File: config.mk
export PLATFORM = sky130hd
export DESIGN_NAME = muldiv_ctrl_flat
export DESIGN_NICKNAME = d
export VERILOG_FILES = /design/src/rtl/muldiv_pkg.sv /design/src/rtl/muldiv_if.sv /design/src/rtl/muldiv_step.sv /design/src/rtl/muldiv_ctrl.sv /design/src/flat_wrapper.sv
export SDC_FILE = /design/constraint.sdc
export NUM_CORES = 1
export LEC_CHECK = 0
export BUFFER_PORTS_ARGS = -buffer_cell sky130_fd_sc_hd__clkbuf_2
export CAP_MARGIN = 20
export CORE_MARGIN = 2
export CORE_UTILIZATION = 45
export DETAILED_ROUTE_END_ITERATION = 10
export GPL_TIMING_DRIVEN = 0
export PLACE_DENSITY = 0.72
export SLEW_MARGIN = 10
export SYNTH_ARGS = -nofsm -noshare
export SYNTH_HDL_FRONTEND = slang
export SYNTH_HIERARCHICAL = 1
export SYNTH_SLANG_ARGS = --single-unit
File: constraint.sdc
create_clock -name clk -period 7.9 [get_ports clk]
set_input_delay 1.58 -clock clk [delete_from_list [all_inputs] [get_ports clk]]
set_output_delay 1.58 -clock clk [all_outputs]
set_load 0.02 [all_outputs]
File: src/rtl/muldiv_pkg.sv
// Shared types and constants for the multiply/divide sequencer.
//   muldiv_op_t    : decoded operation (MULT, MULTU, DIV, DIVU)
//   muldiv_state_t : sequencer FSM states
//   step_mode_t    : iteration kind for the combinational step
//   MULDIV_WIDTH / MULDIV_CNT_W : default operand width and its counter width
package muldiv_pkg;

  localparam int MULDIV_WIDTH = 32;
  localparam int MULDIV_CNT_W = $clog2(MULDIV_WIDTH) + 1;

  typedef enum logic [1:0] {
    OP_MULT  = 2'b00,
    OP_MULTU = 2'b01,
    OP_DIV   = 2'b10,
    OP_DIVU  = 2'b11
  } muldiv_op_t;

  typedef enum logic [2:0] {
    S_IDLE,
    S_MULT,
    S_DIV,
    S_FIXUP,
    S_DONE
  } muldiv_state_t;

  typedef enum logic {
    STEP_MUL,
    STEP_DIV
  } step_mode_t;

  // Op encoding: bit 1 selects divide, bit 0 selects unsigned.
  function automatic logic op_is_div(muldiv_op_t op);
    return op[1];
  endfunction

  function automatic logic op_is_signed(muldiv_op_t op);
    return ~op[0];
  endfunction

endpackage

File: src/rtl/muldiv_if.sv
// Bus between the main control unit and the multiply/divide sequencer.
//   master : control unit (drives start/op/a/b and MTHI/MTLO writes)
//   slave  : muldiv_ctrl  (drives busy/done/div_zero and the HI/LO values)
interface muldiv_if #(
  parameter int WIDTH = 32
);
  import muldiv_pkg::*;

  logic             start;
  muldiv_op_t       op;
  logic [WIDTH-1:0] a;
  logic [WIDTH-1:0] b;
  logic             hi_write;
  logic             lo_write;
  logic [WIDTH-1:0] wdata;
  logic             busy;
  logic             done;
  logic             div_zero;
  logic [WIDTH-1:0] hi;
  logic [WIDTH-1:0] lo;

  modport master (
    output start, op, a, b, hi_write, lo_write, wdata,
    input  busy, done, div_zero, hi, lo
  );

  modport slave (
    input  start, op, a, b, hi_write, lo_write, wdata,
    output busy, done, div_zero, hi, lo
  );

endinterface

File: src/rtl/muldiv_step.sv
// One combinational iteration of the multiply/divide core.
//   mode     : STEP_MUL (shift-add) or STEP_DIV (restoring shift-subtract)
//   acc      : 2*WIDTH accumulator {upper, lower}
//   operand  : multiplicand (multiply) or divisor (divide)
//   acc_next : accumulator after the iteration; its lower half collects the
//              product bits (entering at the top) or quotient bits (entering
//              at the bottom)
module muldiv_step
  import muldiv_pkg::*;
#(
  parameter int WIDTH = MULDIV_WIDTH
) (
  input  step_mode_t         mode,
  input  logic [2*WIDTH-1:0] acc,
  input  logic [WIDTH-1:0]   operand,
  output logic [2*WIDTH-1:0] acc_next
);

  logic [WIDTH:0]   sum;    // upper half plus optional multiplicand, with carry
  logic [WIDTH:0]   trial;  // partial remainder with next dividend bit shifted in
  logic [WIDTH-1:0] diff;
  logic             fits;

  // NOTE: every output of a combinational block gets a value on every path,
  // starting with a default, so no latch can be inferred.
  always_comb begin
    sum      = {1'b0, acc[2*WIDTH-1:WIDTH]} + (acc[0] ? {1'b0, operand} : '0);
    trial    = {acc[2*WIDTH-1:WIDTH], acc[WIDTH-1]};
    fits     = trial >= {1'b0, operand};
    // The true difference is below the divisor whenever it is used, so the
    // low WIDTH bits are exact.
    diff     = trial[WIDTH-1:0] - operand;
    acc_next = {sum, acc[WIDTH-1:1]};
    if (mode == STEP_DIV) begin
      acc_next = {(fits ? diff : trial[WIDTH-1:0]), acc[WIDTH-2:0], fits};
    end
  end

endmodule

File: src/rtl/muldiv_ctrl.sv
// Multicycle MULT/MULTU/DIV/DIVU sequencer with the architectural HI/LO
// registers, plus MTHI/MTLO write servicing.
//   clk   : rising-edge clock
//   rst_n : asynchronous active-low reset
//   bus   : muldiv_if.slave (start/op/a/b, hi_write/lo_write/wdata in;
//           busy/done/div_zero/hi/lo out)
// Signed ops run on operand magnitudes through the unsigned core; the signs
// are restored in FIXUP, so HI/LO only ever see final results.
module muldiv_ctrl
  import muldiv_pkg::*;
#(
  parameter int WIDTH = MULDIV_WIDTH
) (
  input  logic    clk,
  input  logic    rst_n,
  muldiv_if.slave bus
);

  localparam int CNT_W = $clog2(WIDTH) + 1;

  muldiv_state_t      state, state_next;
  muldiv_op_t         op_q;
  logic [CNT_W-1:0]   count;
  logic [2*WIDTH-1:0] acc, acc_next;
  logic [WIDTH-1:0]   operand;
  logic [WIDTH-1:0]   hi_q, lo_q;
  logic               neg_result;  // product / quotient must be negated
  logic               neg_rem;     // remainder takes the dividend's sign
  logic               div_zero_q;

  // Request decode, valid while idle.
  logic               accept;
  logic               req_signed, req_div, req_div_zero;
  logic [WIDTH-1:0]   a_mag, b_mag;

  // FIXUP results.
  logic [2*WIDTH-1:0] prod_fix;
  logic [WIDTH-1:0]   quo_fix, rem_fix;

  step_mode_t         step_mode;

  always_comb begin
    accept       = (state == S_IDLE) && bus.start;
    req_signed   = op_is_signed(bus.op);
    req_div      = op_is_div(bus.op);
    req_div_zero = req_div && (bus.b == '0);
    // Magnitude of the most negative value is itself read as unsigned.
    a_mag        = (req_signed && bus.a[WIDTH-1]) ? -bus.a : bus.a;
    b_mag        = (req_signed && bus.b[WIDTH-1]) ? -bus.b : bus.b;
  end

  always_comb begin
    prod_fix = neg_result ? -acc : acc;
    quo_fix  = neg_result ? -acc[WIDTH-1:0] : acc[WIDTH-1:0];
    rem_fix  = neg_rem ? -acc[2*WIDTH-1:WIDTH] : acc[2*WIDTH-1:WIDTH];
  end

  assign step_mode = (state == S_DIV) ? STEP_DIV : STEP_MUL;

  muldiv_step #(
    .WIDTH(WIDTH)
  ) u_step (
    .mode    (step_mode),
    .acc     (acc),
    .operand (operand),
    .acc_next(acc_next)
  );

  // Next-state logic.
  always_comb begin
    state_next = state;
    case (state)
      S_IDLE: begin
        if (accept) begin
          if (req_div_zero) state_next = S_DONE;
          else if (req_div) state_next = S_DIV;
          else              state_next = S_MULT;
        end
      end
      S_MULT, S_DIV: begin
        if (count == CNT_W'(1)) state_next = S_FIXUP;
      end
      S_FIXUP: state_next = S_DONE;
      S_DONE:  state_next = S_IDLE;
      default: state_next = S_IDLE;
    endcase
  end

  // NOTE: sequential state is assigned with <= so every register samples the
  // pre-edge values, independent of statement order.
  always_ff @(posedge clk or negedge rst_n) begin
    if (!rst_n) state <= S_IDLE;
    else        state <= state_next;
  end

  // NOTE: the accumulator and operand registers are reset too, so an aborted
  // operation leaves no stale partial result behind.
  always_ff @(posedge clk or negedge rst_n) begin
    if (!rst_n) begin
      op_q       <= OP_MULT;
      count      <= '0;
      acc        <= '0;
      operand    <= '0;
      neg_result <= 1'b0;
      neg_rem    <= 1'b0;
      div_zero_q <= 1'b0;
      hi_q       <= '0;
      lo_q       <= '0;
    end else begin
      case (state)
        S_IDLE: begin
          if (accept) begin
            op_q       <= bus.op;
            count      <= CNT_W'(WIDTH);
            neg_result <= req_signed && (bus.a[WIDTH-1] ^ bus.b[WIDTH-1]);
            neg_rem    <= req_signed && bus.a[WIDTH-1];
            div_zero_q <= req_div_zero;
            if (req_div) begin
              acc     <= {{WIDTH{1'b0}}, a_mag};
              operand <= b_mag;
            end else begin
              acc     <= {{WIDTH{1'b0}}, b_mag};
              operand <= a_mag;
            end
          end else begin
            // MTHI/MTLO lose to an accepted Start in the same cycle.
            if (bus.hi_write) hi_q <= bus.wdata;
            if (bus.lo_write) lo_q <= bus.wdata;
          end
        end
        S_MULT, S_DIV: begin
          acc   <= acc_next;
          count <= count - CNT_W'(1);
        end
        S_FIXUP: begin
          case (op_q)
            OP_DIV, OP_DIVU: begin
              hi_q <= rem_fix;
              lo_q <= quo_fix;
            end
            default: {hi_q, lo_q} <= prod_fix;
          endcase
        end
        default: ;
      endcase
    end
  end

  assign bus.busy     = (state != S_IDLE);
  assign bus.done     = (state == S_DONE);
  assign bus.div_zero = div_zero_q;
  assign bus.hi       = hi_q;
  assign bus.lo       = lo_q;

endmodule

File: src/flat_wrapper.sv
// flat-port wrapper written by rule: the top's interface ports become plain ports
module muldiv_ctrl_flat import muldiv_pkg::*;
#(
  parameter int WIDTH = MULDIV_WIDTH
)
  (clk, rst_n, bus_start, bus_op, bus_a, bus_b, bus_hi_write, bus_lo_write, bus_wdata, bus_busy, bus_done, bus_div_zero, bus_hi, bus_lo);
  muldiv_if #(.WIDTH(WIDTH)) bus_i ();
  input  logic clk;
  input  logic rst_n;
  input wire logic [$bits(bus_i.start)-1:0] bus_start;
  input wire logic [$bits(bus_i.op)-1:0] bus_op;
  input wire logic [$bits(bus_i.a)-1:0] bus_a;
  input wire logic [$bits(bus_i.b)-1:0] bus_b;
  input wire logic [$bits(bus_i.hi_write)-1:0] bus_hi_write;
  input wire logic [$bits(bus_i.lo_write)-1:0] bus_lo_write;
  input wire logic [$bits(bus_i.wdata)-1:0] bus_wdata;
  output wire logic [$bits(bus_i.busy)-1:0] bus_busy;
  output wire logic [$bits(bus_i.done)-1:0] bus_done;
  output wire logic [$bits(bus_i.div_zero)-1:0] bus_div_zero;
  output wire logic [$bits(bus_i.hi)-1:0] bus_hi;
  output wire logic [$bits(bus_i.lo)-1:0] bus_lo;
  assign bus_i.start = bus_start;
  assign bus_i.op = bus_op;
  assign bus_i.a = bus_a;
  assign bus_i.b = bus_b;
  assign bus_i.hi_write = bus_hi_write;
  assign bus_i.lo_write = bus_lo_write;
  assign bus_i.wdata = bus_wdata;
  assign bus_busy = bus_i.busy;
  assign bus_done = bus_i.done;
  assign bus_div_zero = bus_i.div_zero;
  assign bus_hi = bus_i.hi;
  assign bus_lo = bus_i.lo;
  muldiv_ctrl #(.WIDTH(WIDTH)) u_core (.clk(clk), .rst_n(rst_n), .bus(bus_i));
endmodule
==> results.json <==
{
  "design_area_um2": 17200,
  "critPathMaxFanout": 10,
  "detailedRoute.firstIterationViolations": 2002,
  "route.antenna.remaining_nets": 0,
  "placer_congestion_estimate": 0.989,
  "finalPower_w": 0.00918,
  "mean_instance_size_in_the_synthesized_netlist_um2": 8.22,
  "drc": 0,
  "cts.reportedPaths.clkPinSlew_ns": 0.08,
  "cellLeakagePower_nw": 7.54,
  "cellInternalPower_w": 0.00423,
  "synth-xor-area-share_pct": 9.25,
  "grt_antenna_before_repair": 0,
  "detailroute.via_count": 16100,
  "synth-compound-area-share_pct": 27.6,
  "criticalPathCategory": "reg2reg",
  "number_of_i_o_port_buffers": 169,
  "power_frac_comb_pct": 68.3,
  "fp-row-count": 67,
  "critPathArrivalTime_ns": 4.96,
  "finalWorstPathRequiredPeriod_ns": 4.59,
  "period_share_pct": 58.2,
  "first_global_vias": 14900,
  "cts.htree.levels": 4,
  "clkPwrFrac_pct": 9.7,
  "vdd.ir_drop.worst_mv": 0.235,
  "timing.critical_path.to_type": "flip-flop",
  "synth.area.mux_share_pct": 5.06,
  "dieHeight_um": 187,
  "placed_cells_incl_taps": 2461,
  "max_freq_ghz": 0.218,
  "fillerInstances": 3315,
  "cts.sinks": 173,
  "synth.lib_cells_used.distinct": 90,
  "layout.nets": 2207,
  "p_sw_w": 0.00495,
  "route.detailed.wl_per_inst_um": 23.2,
  "m1_gr_usage_pct": 44.3,
  "synth_sequential_area_ratio_pct": 28.6,
  "clk_path_buf_depth": 2,
  "syn_nets": 2018,
  "first_pass_iters": 6,
  "drive_above_1_share_pct": 13.8,
  "final.setup_skew_ns": 0.0175,
  "launch_point_of_the_worst_path": "u_core/acc[0]$_DFFE_PN0P_",
  "rsz0062_at_grt": "no",
  "timing.critical_path.from_type": "flip-flop",
  "initial_utilization_pct": 45.4,
  "hpwlAfterDp_um": 45700,
  "antennaDiodeCount": 0,
  "count_of_hold_fix_buffers_inserted_at_cts": 0,
  "cts_tree": "built",
  "setup-tns-final_ns": 0,
  "maxSlewHeadroom_pct": 38.9,
  "count_of_flip_flops_with_a_built_in_enable_after_synthesis": 0,
  "setup-violations-final": 0,
  "synth_top_family_by_area": "compound AO/OA/AOI/OAI gates",
  "worst_skew_pair_latency_ns": 0.44,
  "seq_power_share_pct": 22.0,
  "worst_pin_slew_ns": 0.908,
  "dpl_cell_area_um2": 16600,
  "report.final.hold_viol_count": 0,
  "timing.hold.worst.start": "u_core/bus.lo[12]$_DFFE_PN0P_",
  "avgViaCountPerCell": 6.45,
  "timing.final.ws_setup_ns": 3.31,
  "cts.repair_timing.setup_buffer_count": 0,
  "gr-usage-met3_pct": 4.67,
  "mostFrequentLayoutCells": "sky130_fd_sc_hd__dfrtp_1 (173), sky130_fd_sc_hd__clkbuf_2 (168), sky130_fd_sc_hd__nand2_1 (158)",
  "place_ws_ns": 3.48,
  "grt-busiest-layer": "met2",
  "grt_remaining_overflow": 0,
  "worst_r2r_src": "u_core/acc[0]$_DFFE_PN0P_",
  "layout.cells.non_filler": 2493,
  "slew_violations": 0,
  "synthSimpleGateAreaFrac_pct": 19.1,
  "fp.coreArea_um2": 33400,
  "first_pass_grt_wire_length_um": 87000,
  "post_synth_fa_ha_maj_area_fraction_pct": 6.05,
  "synth_seq_cells": 173,
  "crit_required_ns": 8.27,
  "worst_hold_path_type": "reg2reg",
  "boundaryPins": 170,
  "drv.max_cap_violation_count": 0,
  "area_growth_pct": 13.6,
  "clock_tree.root_cell": "sky130_fd_sc_hd__clkbuf_16",
  "ys.flop_type": "sky130_fd_sc_hd__dfrtp_1",
  "run_status": "finished clean",
  "die_w_um": 187,
  "power-per-cell-area_nw_per_um2": 533,
  "global_route.usage.met2_pct": 49.7,
  "power.share.switching_pct": 54.0,
  "async_flop_share_pct": 100,
  "drt-total-wl_um": 57700,
  "yosysWarnings": 6,
  "leading_cell_type_in_the_layout_fill_and_taps_excluded": "sky130_fd_sc_hd__dfrtp_1",
  "syn_area_um2": 15100,
  "postCtsResizedCells": 0,
  "floorplan.die_area_um2": 35100,
  "syn_inst": 1843,
  "cts_made_buffers": 17,
  "grt_start_max_net_pins": 103,
  "track_usage_pct": 31.9
}
[power groups by stage]
stage	clock network (W)	logic, W	registers (W)
detailed placement	0	0.00609	0.00200
global placement	0	0.00601	0.00198
floorplan	0	0.00430	0.00190
global route	0.000936	0.00677	0.00205
CTS	0.000897	0.00613	0.00198
finish	0.000893	0.00627	0.00202
[metal layers]
metal | part of all wire, % | vias up
met5 | 0 | -
met4 | 4.2 | 0
met3 | 9.4 | 136
met2 | 44 | 1021
met1 | 42 | 7686
li1 | - | 7233
[logic make-up after synthesis]
family	count (synthesis)
buffers and inverters	171
xor gates and xnor gates	160
and+or+nand+nor	566
adders and majority gates	72
muxes	72
DFF	173
AOI/OAI and AO/OA	629
[worst max-delay path, stage by stage (launching register included)]
cell	delay, ns
sky130_fd_sc_hd__dfrtp_1	0.77
sky130_fd_sc_hd__clkbuf_1	0.43
sky130_fd_sc_hd__and2_1	0.20
sky130_fd_sc_hd__ha_1	0.21
sky130_fd_sc_hd__a211oi_1	0.13
sky130_fd_sc_hd__o211ai_1	0.32
sky130_fd_sc_hd__a21oi_1	0.16
sky130_fd_sc_hd__a211oi_1	0.77
sky130_fd_sc_hd__a31oi_1	0.25
sky130_fd_sc_hd__o31ai_1	0.31
sky130_fd_sc_hd__mux2_2	0.40
sky130_fd_sc_hd__a211o_1	0.28
sky130_fd_sc_hd__o21ai_0	0.15
sky130_fd_sc_hd__a22o_1	0.15
[synthesized netlist by cell type (all sizes together) (5+ instances only)]
| master | count | share of area, % |
|---|---|---|
| a31oi | 24 | 0.99 |
| a211oi | 18 | 0.96 |
| a21oi | 138 | 4.6 |
| o31a | 5 | 0.29 |
| nor4 | 21 | 1.1 |
| and3 | 16 | 0.66 |
| nor3 | 43 | 1.5 |
| o21bai | 9 | 0.45 |
| nand2 | 158 | 3.9 |
| nor3b | 6 | 0.30 |
| o41ai | 11 | 0.74 |
| ha | 70 | 5.8 |
| clkbuf | 89 | 2.2 |
| a221oi | 5 | 0.33 |
| xnor2 | 88 | 5.1 |
| nor2 | 126 | 3.1 |
| and2 | 41 | 1.7 |
| o22ai | 10 | 0.41 |
| o21ai | 161 | 5.4 |
| a22o | 33 | 1.9 |
| nand2b | 14 | 0.58 |
| nand4 | 18 | 0.78 |
| o211ai | 12 | 0.69 |
| inv | 68 | 1.7 |
| o221ai | 32 | 1.9 |
| mux2i | 35 | 2.3 |
| a21o | 43 | 2.1 |
| or4 | 20 | 1.1 |
| o21a | 11 | 0.55 |
| a22oi | 38 | 1.9 |
| buf | 13 | 0.44 |
| mux2 | 37 | 2.8 |
| a21boi | 6 | 0.30 |
| nor2b | 12 | 0.50 |
| or4b | 5 | 0.36 |
| a221o | 11 | 0.73 |
| o31ai | 31 | 1.6 |
| dfrtp | 173 | 29 |
| nand3 | 40 | 1.4 |
| or3 | 28 | 1.2 |
| xor2 | 72 | 4.2 |
| a31o | 5 | 0.29 |
[flip-flops by register name (all words and copies together) (netlist names), 3 cells and up]
name,flops
u_core/bus.lo,32
u_core/count,6
u_core/acc,64
u_core/bus.hi,32
u_core/state,3
u_core/operand,32
[final cells by class]
cell class	count	area (um2)	share of cell area, %
Multi-Input combinational cell	1499	10200	59.0
Sequential cell	173	4330	25.2
Timing Repair Buffer	170	882	5.13
Tap cell	448	561	3.26
Clock buffer	17	425	2.47
Buffer	102	400	2.33
Inverter	69	259	1.51
Clock inverter	15	191	1.11
[final timing paths]
| check | endpoint | slack, ns | cells past startpoint |
|---|---|---|---|
| min | u_core/bus.lo[12]$_DFFE_PN0P_ | 0.48 | 1 |
| max | u_core/acc[62]$_DFFE_PN0P_ | 3.31 | 13 |
| min reg2reg | u_core/bus.lo[12]$_DFFE_PN0P_ | 0.48 | 1 |
| min in group asynchronous | u_core/acc[56]$_DFFE_PN0P_ | 1.15 | 1 |
| max reg2reg | u_core/acc[62]$_DFFE_PN0P_ | 3.31 | 13 |
| max in group asynchronous | u_core/acc[0]$_DFFE_PN0P_ | 5.80 | 2 |
[stage by stage]
step	util [%]	hold slack, ns
2_1_floorplan	-	0.453
3_3_place_gp	49.6	0.461
3_5_place_dp	49.7	0.467
4_1_cts	51.6	0.486
5_1_grt	51.6	0.501
6_report	51.6	0.483
(Power assumes the default switching activity.)
